<file path="config.mk">
export PLATFORM = sky130hd
export DESIGN_NAME = text_memory_loader
export DESIGN_NICKNAME = d
export VERILOG_FILES = /design/src/rtl/text_memory_loader_pkg.sv /design/src/rtl/text_memory_loader_uart_rx.sv /design/src/rtl/text_memory_loader.sv
export SDC_FILE = /design/constraint.sdc
export NUM_CORES = 1
export LEC_CHECK = 0
export BUFFER_PORTS_ARGS = -buffer_cell sky130_fd_sc_hd__buf_2
export CORE_MARGIN = 8
export CORE_UTILIZATION = 63
export CTS_BUF_LIST = sky130_fd_sc_hd__clkbuf_16
export DETAILED_ROUTE_END_ITERATION = 10
export HOLD_SLACK_MARGIN = 0.02
export PLACE_DENSITY = 0.94
export SLEW_MARGIN = 20
export SYNTH_ARGS = -nofsm -noshare
export SYNTH_HDL_FRONTEND = slang
export SYNTH_HIERARCHICAL = 1
export SYNTH_SLANG_ARGS = --single-unit
</file>
<file path="constraint.sdc">
create_clock -name clk -period 4.76 [get_ports clk]
set_input_delay 0.714 -clock clk [delete_from_list [all_inputs] [get_ports clk]]
set_output_delay 0.714 -clock clk [all_outputs]
set_load 0.05 [all_outputs]
</file>
<file path="src/rtl/text_memory_loader_pkg.sv">
// Shared definitions for the UART TextMemory bootloader: state encodings and frame constants.
package text_memory_loader_pkg;

   typedef enum logic [2:0] {
      LD_IDLE,
      LD_LEN,
      LD_DATA,
      LD_CSUM,
      LD_RUN
   } loader_state_t;

   typedef enum logic [1:0] {
      RX_IDLE,
      RX_START,
      RX_DATA,
      RX_STOP
   } rx_state_t;

   localparam logic [7:0]  SYNC_BYTE_DEFAULT = 8'hA5;
   localparam int unsigned UART_DATA_BITS    = 8;
   localparam int unsigned BYTES_PER_WORD    = 4;

endpackage

</file>
<file path="src/rtl/text_memory_loader_uart_rx.sv">
// 8N1 UART receiver: synchronizer, falling-edge start detect, mid-bit sampling.
module uart_rx_byte
   import text_memory_loader_pkg::*;
#(
   parameter int unsigned CLKS_PER_BIT = 868
) (
   input  logic       clk,
   input  logic       rst,
   input  logic       rx,
   output logic [7:0] data,
   output logic       byte_valid,
   output logic       frame_err
);

   localparam int unsigned    CW        = $clog2(CLKS_PER_BIT);
   localparam logic [CW-1:0]  BIT_LAST  = CW'(CLKS_PER_BIT - 1);
   localparam logic [CW-1:0]  HALF_LAST = CW'(CLKS_PER_BIT / 2 - 1);
   localparam logic [2:0]     DATA_LAST = 3'(UART_DATA_BITS - 1);

   rx_state_t     state_q, state_d;
   logic          rx_meta, rx_sync, rx_prev;
   logic [CW-1:0] cnt_q, cnt_d;
   logic [2:0]    bit_q, bit_d;
   logic [7:0]    shift_q, shift_d;
   logic          valid_q, valid_d;
   logic          ferr_q, ferr_d;

   always_ff @(posedge clk) begin
      if (rst) begin
         rx_meta <= 1'b1;
         rx_sync <= 1'b1;
         rx_prev <= 1'b1;
         state_q <= RX_IDLE;
         cnt_q   <= '0;
         bit_q   <= '0;
         shift_q <= '0;
         valid_q <= 1'b0;
         ferr_q  <= 1'b0;
      end else begin
         rx_meta <= rx;
         rx_sync <= rx_meta;
         rx_prev <= rx_sync;
         state_q <= state_d;
         cnt_q   <= cnt_d;
         bit_q   <= bit_d;
         shift_q <= shift_d;
         valid_q <= valid_d;
         ferr_q  <= ferr_d;
      end
   end

   always_comb begin
      state_d = state_q;
      cnt_d   = cnt_q;
      bit_d   = bit_q;
      shift_d = shift_q;
      valid_d = 1'b0;
      ferr_d  = 1'b0;
      case (state_q)
         RX_IDLE: begin
            cnt_d = '0;
            bit_d = '0;
            if (rx_prev && !rx_sync) state_d = RX_START;
         end
         RX_START: begin
            // A start bit no longer low at half-bit time is treated as a glitch.
            if (cnt_q == HALF_LAST) begin
               cnt_d   = '0;
               state_d = rx_sync ? RX_IDLE : RX_DATA;
            end else begin
               cnt_d = cnt_q + 1'b1;
            end
         end
         RX_DATA: begin
            if (cnt_q == BIT_LAST) begin
               cnt_d   = '0;
               shift_d = {rx_sync, shift_q[7:1]};
               if (bit_q == DATA_LAST) state_d = RX_STOP;
               else                    bit_d   = bit_q + 1'b1;
            end else begin
               cnt_d = cnt_q + 1'b1;
            end
         end
         RX_STOP: begin
            if (cnt_q == BIT_LAST) begin
               cnt_d   = '0;
               state_d = RX_IDLE;
               valid_d = rx_sync;
               ferr_d  = !rx_sync;
            end else begin
               cnt_d = cnt_q + 1'b1;
            end
         end
         default: state_d = RX_IDLE;
      endcase
   end

   assign data       = shift_q;
   assign byte_valid = valid_q;
   assign frame_err  = ferr_q;

endmodule

</file>
<file path="src/rtl/text_memory_loader.sv">
// UART bootloader: parses SYNC/LEN/data/CSUM frames, writes TextMemory, gates core reset.
module text_memory_loader
   import text_memory_loader_pkg::*;
#(
   parameter int unsigned CLKS_PER_BIT = 868,
   parameter int unsigned ADDR_WIDTH   = 8,
   parameter logic [7:0]  SYNC_BYTE    = SYNC_BYTE_DEFAULT
) (
   input  logic                  clk,
   input  logic                  rst,
   input  logic                  uart_rx,
   output logic                  core_rst,
   output logic                  mem_we,
   output logic [ADDR_WIDTH-1:0] mem_addr,
   output logic [31:0]           mem_wdata,
   output logic                  done,
   output logic                  error
);

   localparam int unsigned DEPTH     = 2 ** ADDR_WIDTH;
   localparam logic [1:0]  LANE_LAST = 2'(BYTES_PER_WORD - 1);

   logic [7:0] rx_data;
   logic       rx_valid, rx_ferr;

   uart_rx_byte #(.CLKS_PER_BIT(CLKS_PER_BIT)) u_rx (
      .clk        (clk),
      .rst        (rst),
      .rx         (uart_rx),
      .data       (rx_data),
      .byte_valid (rx_valid),
      .frame_err  (rx_ferr)
   );

   loader_state_t         state_q, state_d;
   logic [7:0]            left_q, left_d;
   logic [1:0]            lane_q, lane_d;
   logic [23:0]           word_q, word_d;
   logic [7:0]            csum_q, csum_d;
   logic [ADDR_WIDTH-1:0] addr_q, addr_d;
   logic                  we_q, we_d;
   logic [31:0]           wdata_q, wdata_d;
   logic                  core_rst_q, core_rst_d;
   logic                  done_q, done_d;
   logic                  error_q, error_d;
   logic                  sync_seen;

   always_ff @(posedge clk) begin
      if (rst) begin
         state_q    <= LD_IDLE;
         left_q     <= '0;
         lane_q     <= '0;
         word_q     <= '0;
         csum_q     <= '0;
         addr_q     <= '0;
         we_q       <= 1'b0;
         wdata_q    <= '0;
         core_rst_q <= 1'b1;
         done_q     <= 1'b0;
         error_q    <= 1'b0;
      end else begin
         state_q    <= state_d;
         left_q     <= left_d;
         lane_q     <= lane_d;
         word_q     <= word_d;
         csum_q     <= csum_d;
         addr_q     <= addr_d;
         we_q       <= we_d;
         wdata_q    <= wdata_d;
         core_rst_q <= core_rst_d;
         done_q     <= done_d;
         error_q    <= error_d;
      end
   end

   assign sync_seen = rx_valid && (rx_data == SYNC_BYTE);

   always_comb begin
      state_d    = state_q;
      left_d     = left_q;
      lane_d     = lane_q;
      word_d     = word_q;
      csum_d     = csum_q;
      addr_d     = we_q ? addr_q + 1'b1 : addr_q;
      we_d       = 1'b0;
      wdata_d    = wdata_q;
      core_rst_d = core_rst_q;
      done_d     = done_q;
      error_d    = error_q;
      case (state_q)
         LD_IDLE, LD_RUN: begin
            if (sync_seen) begin
               state_d    = LD_LEN;
               error_d    = 1'b0;
               core_rst_d = 1'b1;
               done_d     = 1'b0;
               addr_d     = '0;
               lane_d     = '0;
               csum_d     = '0;
            end
         end
         LD_LEN: begin
            if (rx_ferr) begin
               error_d = 1'b1;
               state_d = LD_IDLE;
            end else if (rx_valid) begin
               left_d = rx_data;
               if (32'(rx_data) > DEPTH) begin
                  error_d = 1'b1;
                  state_d = LD_IDLE;
               end else if (rx_data == 8'd0) begin
                  state_d = LD_CSUM;
               end else begin
                  state_d = LD_DATA;
               end
            end
         end
         LD_DATA: begin
            if (rx_ferr) begin
               error_d = 1'b1;
               state_d = LD_IDLE;
            end else if (rx_valid) begin
               csum_d = csum_q + rx_data;
               lane_d = lane_q + 1'b1;
               // Earlier bytes sit in word_q low-first, so the 4th byte is the MSB lane.
               if (lane_q == LANE_LAST) begin
                  we_d    = 1'b1;
                  wdata_d = {rx_data, word_q};
                  left_d  = left_q - 1'b1;
                  if (left_q == 8'd1) state_d = LD_CSUM;
               end else begin
                  word_d = {rx_data, word_q[23:8]};
               end
            end
         end
         LD_CSUM: begin
            if (rx_ferr) begin
               error_d = 1'b1;
               state_d = LD_IDLE;
            end else if (rx_valid) begin
               if (rx_data == csum_q) begin
                  state_d    = LD_RUN;
                  core_rst_d = 1'b0;
                  done_d     = 1'b1;
                  error_d    = 1'b0;
               end else begin
                  error_d = 1'b1;
                  state_d = LD_IDLE;
               end
            end
         end
         default: state_d = LD_IDLE;
      endcase
   end

   assign core_rst  = core_rst_q;
   assign mem_we    = we_q;
   assign mem_addr  = addr_q;
   assign mem_wdata = wdata_q;
   assign done      = done_q;
   assign error     = error_q;

endmodule
</file>
==> impl_results.md, run 1 <==
* Initial antenna violation count at 0
* Synth cell types at 56
* Clock transition at the registers of the reported paths at 0.06 ns
* Fmax at 0.359 GHz
* Clk_skew at 0.00859 ns
* Clock root buffer: clkbuf_16
* Critical path startpoint category: register
* TritonRoute pass-1 iters at 6
* WHS at 0.416 ns
* Seq cells post-synth at 117
* Primary FF master, synth: dfxtp_1
* Die area at 11100 sq um
* Area growth syn-to-layout at 17.1%
* Status: completed
* Register area share after synthesis at 46.5%
* Critical Path RT at 5.04 ns
* # resized after CTS at 0
* Worst VDD drop at 282 uV
* Leakage at 2.23 nW
* Post-CTS Setup Bufs at 0
* Max Slew Vio Count at 0
* Synth top area share at 46.5%
* Power Density at 397 nW/um^2
* RSZ-0062 raised after global routing: no
* Routed via count at 4841
* Top cells by count, synth: 137 x nand2_1, 117 x dfxtp_1, 74 x a21oi_1, 49 x nor2_1, 28 x clkbuf_1
* Crit path time final at 2.78 ns
* Part of the cycle the worst path needs at 58.5%
* Leading post-synthesis cells by cell area: dfxtp_1 47%, nand2_1 10%, a21oi_1 7.4%, ha_1 3.7%, nor2_1 3.7%
* Total GRT Usage at 24.7%
* H-tree Lvls at 4
* Hold buffer count at CTS at 0
* Wire length of the first global-routing pass at 22500 um
* Antenna Nets Post-Route at 0
* Final Worst Setup Slack at 1.98 ns
* Iter 0 DRT Violations at 546
* Synth warn at 6
* Fin nets at 656
* Synth area leader: dfxtp_1
* Average wire per cell in the routed design at 18.5 um
* Drt drc at 0
* Maxcap violations at 0
* Rows at 32
* Die Y at 105 um
* Worst skew pair latency at 0.42 ns
* Avg Inst Size Synth at 8.35 sq um
* Post-route cell area at 5890 sq um
* Asr flop ratio synth at 0%
* CP Data Arrival Time at 3.06 ns
* Via-to-Cell Ratio at 6.44
* Worst min path class: register to register
* Clock tree from TritonCTS: done
* Post-synth EDFFs at 0
* Antenna Cells at 0
* PortBufs at 46
* RePlAce Congestion at 0.892
* Mapped Area at 5030 sq um
* Setup TNS at 0 ns
* Setup crit start: u_rx/byte_valid
* CP Max Fanout at 33
* Initial Utilization at 65.1%
* Syn Inst Count at 603
* Worst r2r src: u_rx/byte_valid
* Vias in the first global route at 4647
* Final HPWL DP at 7840 um
* Critical path class: register to register
* Syn_nets at 622
* R2R cell count at 5
* Deepest clock path buffer count at 2
* Core Area at 7730 sq um
* Most numerous cell in the Yosys netlist: nand2_1
* Placement Cell Area at 5280 sq um
* Clk sinks at 117
* Crit path capture type: register
* Final setup fails at 0
* Worst Tran Pin Value at 1.11 ns
* TritonCTS buffer count at 17
* Die Width at 105 um
* Final WL at 13900 um
* WHS Path Cells at 1
* Worst rel slew slack at 26.0%
* Largest net degree at the start of global routing at 53
* Ports at 47
* Ratio of cells with drive above 1 in the final layout at 15.2%
* Total gr overflow at 0
* Hold_sp: u_rx/rx_meta
* Final hold violation count at 0
* Place WS at 2.18 ns
-- per-layer routing --
metal | global-route usage, % | vias up | share of wire (%)
met4 | 14.1 | 0 | 4.1
met1 | 26.9 | 2267 | 37
met3 | 7.80 | 80 | 9.7
li1 | - | 2142 | -
met2 | 41.8 | 352 | 49
met5 | 0 | - | 0
-- cell usage in the layout (no fill, tap or decap), drive strengths merged, types with 3 or more instances in the layout --
cell type  instances
or4                5
nand3              9
clkbuf            17
nand4              8
nand4b             3
nand2b             6
nor2              49
inv               15
a221oi             4
and3               3
a211oi             6
nor4               3
xnor2             10
or2                7
xor2              12
a21oi             74
nand2            137
nor2b              4
mux2i             10
and2               3
ha                15
a21o               3
o21ai             16
buf               49
nor3              10
a22oi              7
nand3b             5
dfxtp            117
or3                7
nor3b              7
-- path summary, 6_finish.rpt --
path / end / slack, ns
worst max-delay path: mem_wdata[17] / 1.98
worst min-delay path: u_rx/rx_sync / 0.42
worst max register to register: mem_wdata[17] / 1.98
worst min register to register: u_rx/rx_sync / 0.42
-- final cells by class --
class | instances | area [sq um]
clock inverters | 15 | 181
multi-input cells | 446 | 2540
inverters | 6 | 22.5
clock buffers | 17 | 425
well taps | 102 | 128
repair buffers | 49 | 253
fillers | 476 | 1830
flip-flops and latches | 117 | 2340
-- per-stage QoR --
stage	instances	total power [mW]	util, %
after floorplan	603	1.04	-
after detailed placement	720	1.04	68.3
final	752	2.34	76.3
after global routing	752	2.39	76.3
after CTS	752	2.33	76.2
after global placement	720	1.04	68.3
-- power by group --
part	total, mW	internal, mW	switching (mW)
sequential	0.988	0.983	0.00552
combinational	0.0359	0.0104	0.0255
clock	1.31	0.791	0.523
total	2.34	1.78	0.554
-- kinds of logic (layout without fill, tap and decap cells) --
logic type | count (synthesis) | count (layout) | share of synthesized area (%)
xor gates and xnor gates | 22 | 22 | 3.83
AOI/OAI and AO/OA | 124 | 124 | 14.3
and+or+nand+nor | 274 | 274 | 26.1
adders and majority gates | 16 | 16 | 4.13
DFF | 117 | 117 | 46.5
buffers and inverters | 40 | 87 | 3.13
muxes | 10 | 10 | 1.99
-- worst max-delay path: stages (launching register included) --
cell and delay [ns]:
dfxtp_1 0.46, nor3b_1 0.44, o21a_1 0.51, nand2_1 0.77, nand2_1 0.32, a21oi_1 0.12
-- state kept, by name (all words and copies together), names as in the netlist, 2 cells and up, named ones only --
register,flops
left_q,8
mem_wdata,32
u_rx/cnt_q,10
state_q,3
lane_q,2
u_rx/bit_q,3
word_q,24
mem_addr,8
csum_q,8
u_rx/data,8
(Power assumes the default switching activity.)
==> inputs of run 2 (changes only) <==
- CORE_UTILIZATION: 63 -> 53
- PLACE_DENSITY: 0.94 -> 0.85
- clock period: 4.76 -> 2.36 ns (I/O delays scaled with it)
==> impl_results.md, run 2 (same netlist as run 1, synthesis figures left out) <==
* Deepest clock path buffer count at 2
* Clock network power share at 55.9%
* Antenna Nets Post-Route at 0
* Fin nets at 667
* TritonRoute pass-1 iters at 7
* Net Sw Frac at 21.7%
* Die Y at 113 um
* Routed wl met2 at 6260 um
* Die area at 12900 sq um
* Worst r2r src: u_rx/data[1]
* Clk sinks at 117
* Final WL at 12400 um
* Rows at 35
* Reg2Reg Capture Point: csum_q[0]
* Worst VDD drop at 578 uV
* Wire length of the first global-routing pass at 21000 um
* Ports at 47
* Fillcell total at 701
* Leakage at 2.29 nW
* Setup TNS at 0 ns
* Post-route cell area at 6010 sq um
* Critical path startpoint category: register
* WL met3 at 697 um
* Worst rel slew slack at 65.0%
* Setup crit start: u_rx/data[1]
* Pint at 3.67 mW
* Clock transition at the registers of the reported paths at 0.05 ns
* WP buf/inv at 0
* Reg2reg setup slack at 0.16 ns
* H-tree Lvls at 4
* Total GRT Usage at 20.0%
* Crit path time final at 2.20 ns
* Part of the cycle the worst path needs at 93.4%
* Switch Pwr at 1.01 mW
* Routed via count at 4520
* CP Data Arrival Time at 2.49 ns
* Clock tree from TritonCTS: done
* Clk_skew at 0.00746 ns
* Core Util, Final at 65.0%
* Commonest non-fill, non-tap cell in the layout: nand2_1
* Critical Path RT at 2.64 ns
* Placement Cell Area at 5400 sq um
* TritonCTS buffer count at 17
* Crit-path max cell delay at 0.61 ns
* Area growth syn-to-layout at 19.3%
* Fmax at 0.454 GHz
* Max Slew Vio Count at 0
* Crit path to: csum_q[0]
* Clock root buffer: clkbuf_16
* Core Area at 9240 sq um
* Total gr overflow at 0
* Die Width at 113 um
* Final setup fails at 0
* Worst skew pair latency at 0.41 ns
* Max reg flops at 32
* Wl on met1 at 5180 um
* Final hold violation count at 0
* R2R cell count at 5
* Maxcap violations at 0
* Initial Utilization at 54.5%
* RSZ-0062 raised after global routing: no
* Worst Tran Pin Value at 0.525 ns
* Antenna Cells at 0
* Critical path class: register to register
* Status: completed
* Drt drc at 0
* RePlAce Congestion at 0.943
* Flop pwr share at 42.6%
* Hold buffer count at CTS at 0
* Crit path depth at 5
* Cell family with most CP delay: simple AND/OR/NAND/NOR gates
* # resized after CTS at 0
* Power Density at 780 nW/um^2
* Vias in the first global route at 4423
* Final HPWL DP at 7970 um
* CP Cell Sequence: or4_1 > nor4_1 > o21ai_2 > a22oi_1 > nor2_1
* CP Max Fanout at 11
* PortBufs at 46
* Worst min path class: input port to register
* Iter 0 DRT Violations at 383
* Largest net degree at the start of global routing at 34
* Most frequent cells in the layout: 137 x nand2_1, 117 x dfxtp_1, 74 x a21oi_1
* Max Used Layer: met4
* Post-CTS Setup Bufs at 0
* Ratio of cells with drive above 1 in the final layout at 16.6%
* Average wire per cell in the routed design at 15.7 um
* Combinational share of power at 1.6%
* WHS at 0.132 ns
* Via-to-Cell Ratio at 5.72
* Crit path capture type: register
* Slowest stage cell, crit path: or4_1
* Initial antenna violation count at 0
run 2: cell count changes in the layout (fill, tap and decap cells not counted), moves of 2 or more:
cell	before	now
clkinv_2	0	2
buf_4	3	14
clkinv_4	1	4
inv_6	8	3
run 2: how the worst min path moves through the flow:
stage	cells past startpoint	end	start
after floorplan	1	u_rx/rx_sync	u_rx/rx_meta
after global placement	1	u_rx/rx_sync	u_rx/rx_meta
after detailed placement	1	u_rx/rx_sync	u_rx/rx_meta
after CTS	2	u_rx/rx_meta	uart_rx
after global routing	2	u_rx/rx_meta	uart_rx
final	2	u_rx/rx_meta	uart_rx
run 2: layer usage:
metal | vias to the layer above | global-route usage [%]
met5 | - | 0
met4 | 0 | 9.86
met3 | 33 | 5.18
met2 | 135 | 33.5
met1 | 2181 | 23.3
li1 | 2171 | -
run 2: final cells by class:
type / count / area (sq um) / area share [%]
inverter: 6 / 22.5 / 0.375
tap: 129 / 161 / 2.69
timing repair buffer: 60 / 335 / 5.58
clock buffer: 17 / 425 / 7.08
clock inverter: 15 / 180 / 3.00
multi-input combinational: 446 / 2540 / 42.3
sequential: 117 / 2340 / 39.0
run 2: power by group through the flow:
| stage | Sequential [mW] | Clock (mW) | Combinational [mW] |
|---|---|---|---|
| final | 1.99 | 2.62 | 0.0731 |
| after global routing | 1.99 | 2.74 | 0.0802 |
| after CTS | 1.99 | 2.65 | 0.0726 |
| after detailed placement | 2.04 | 0 | 0.0723 |
| after global placement | 2.04 | 0 | 0.0700 |
| after floorplan | 2.04 | 0 | 0.0569 |
run 2: worst register-to-register path, cell delays in order, from the launching register on:
cell     delay, ns
dfxtp_1       0.39
or4_1         0.61
nor4_1        0.48
o21ai_2       0.26
a22oi_1       0.29
nor2_1        0.06
run 2: through the flow:
step	setup WS [ns]	power, mW	instances
floorplan	0.365	2.09	603
global placement	0.276	2.11	758
detailed placement	0.104	2.11	758
CTS	0.0868	4.71	790
global route	0.0787	4.81	790
finish	0.155	4.69	790
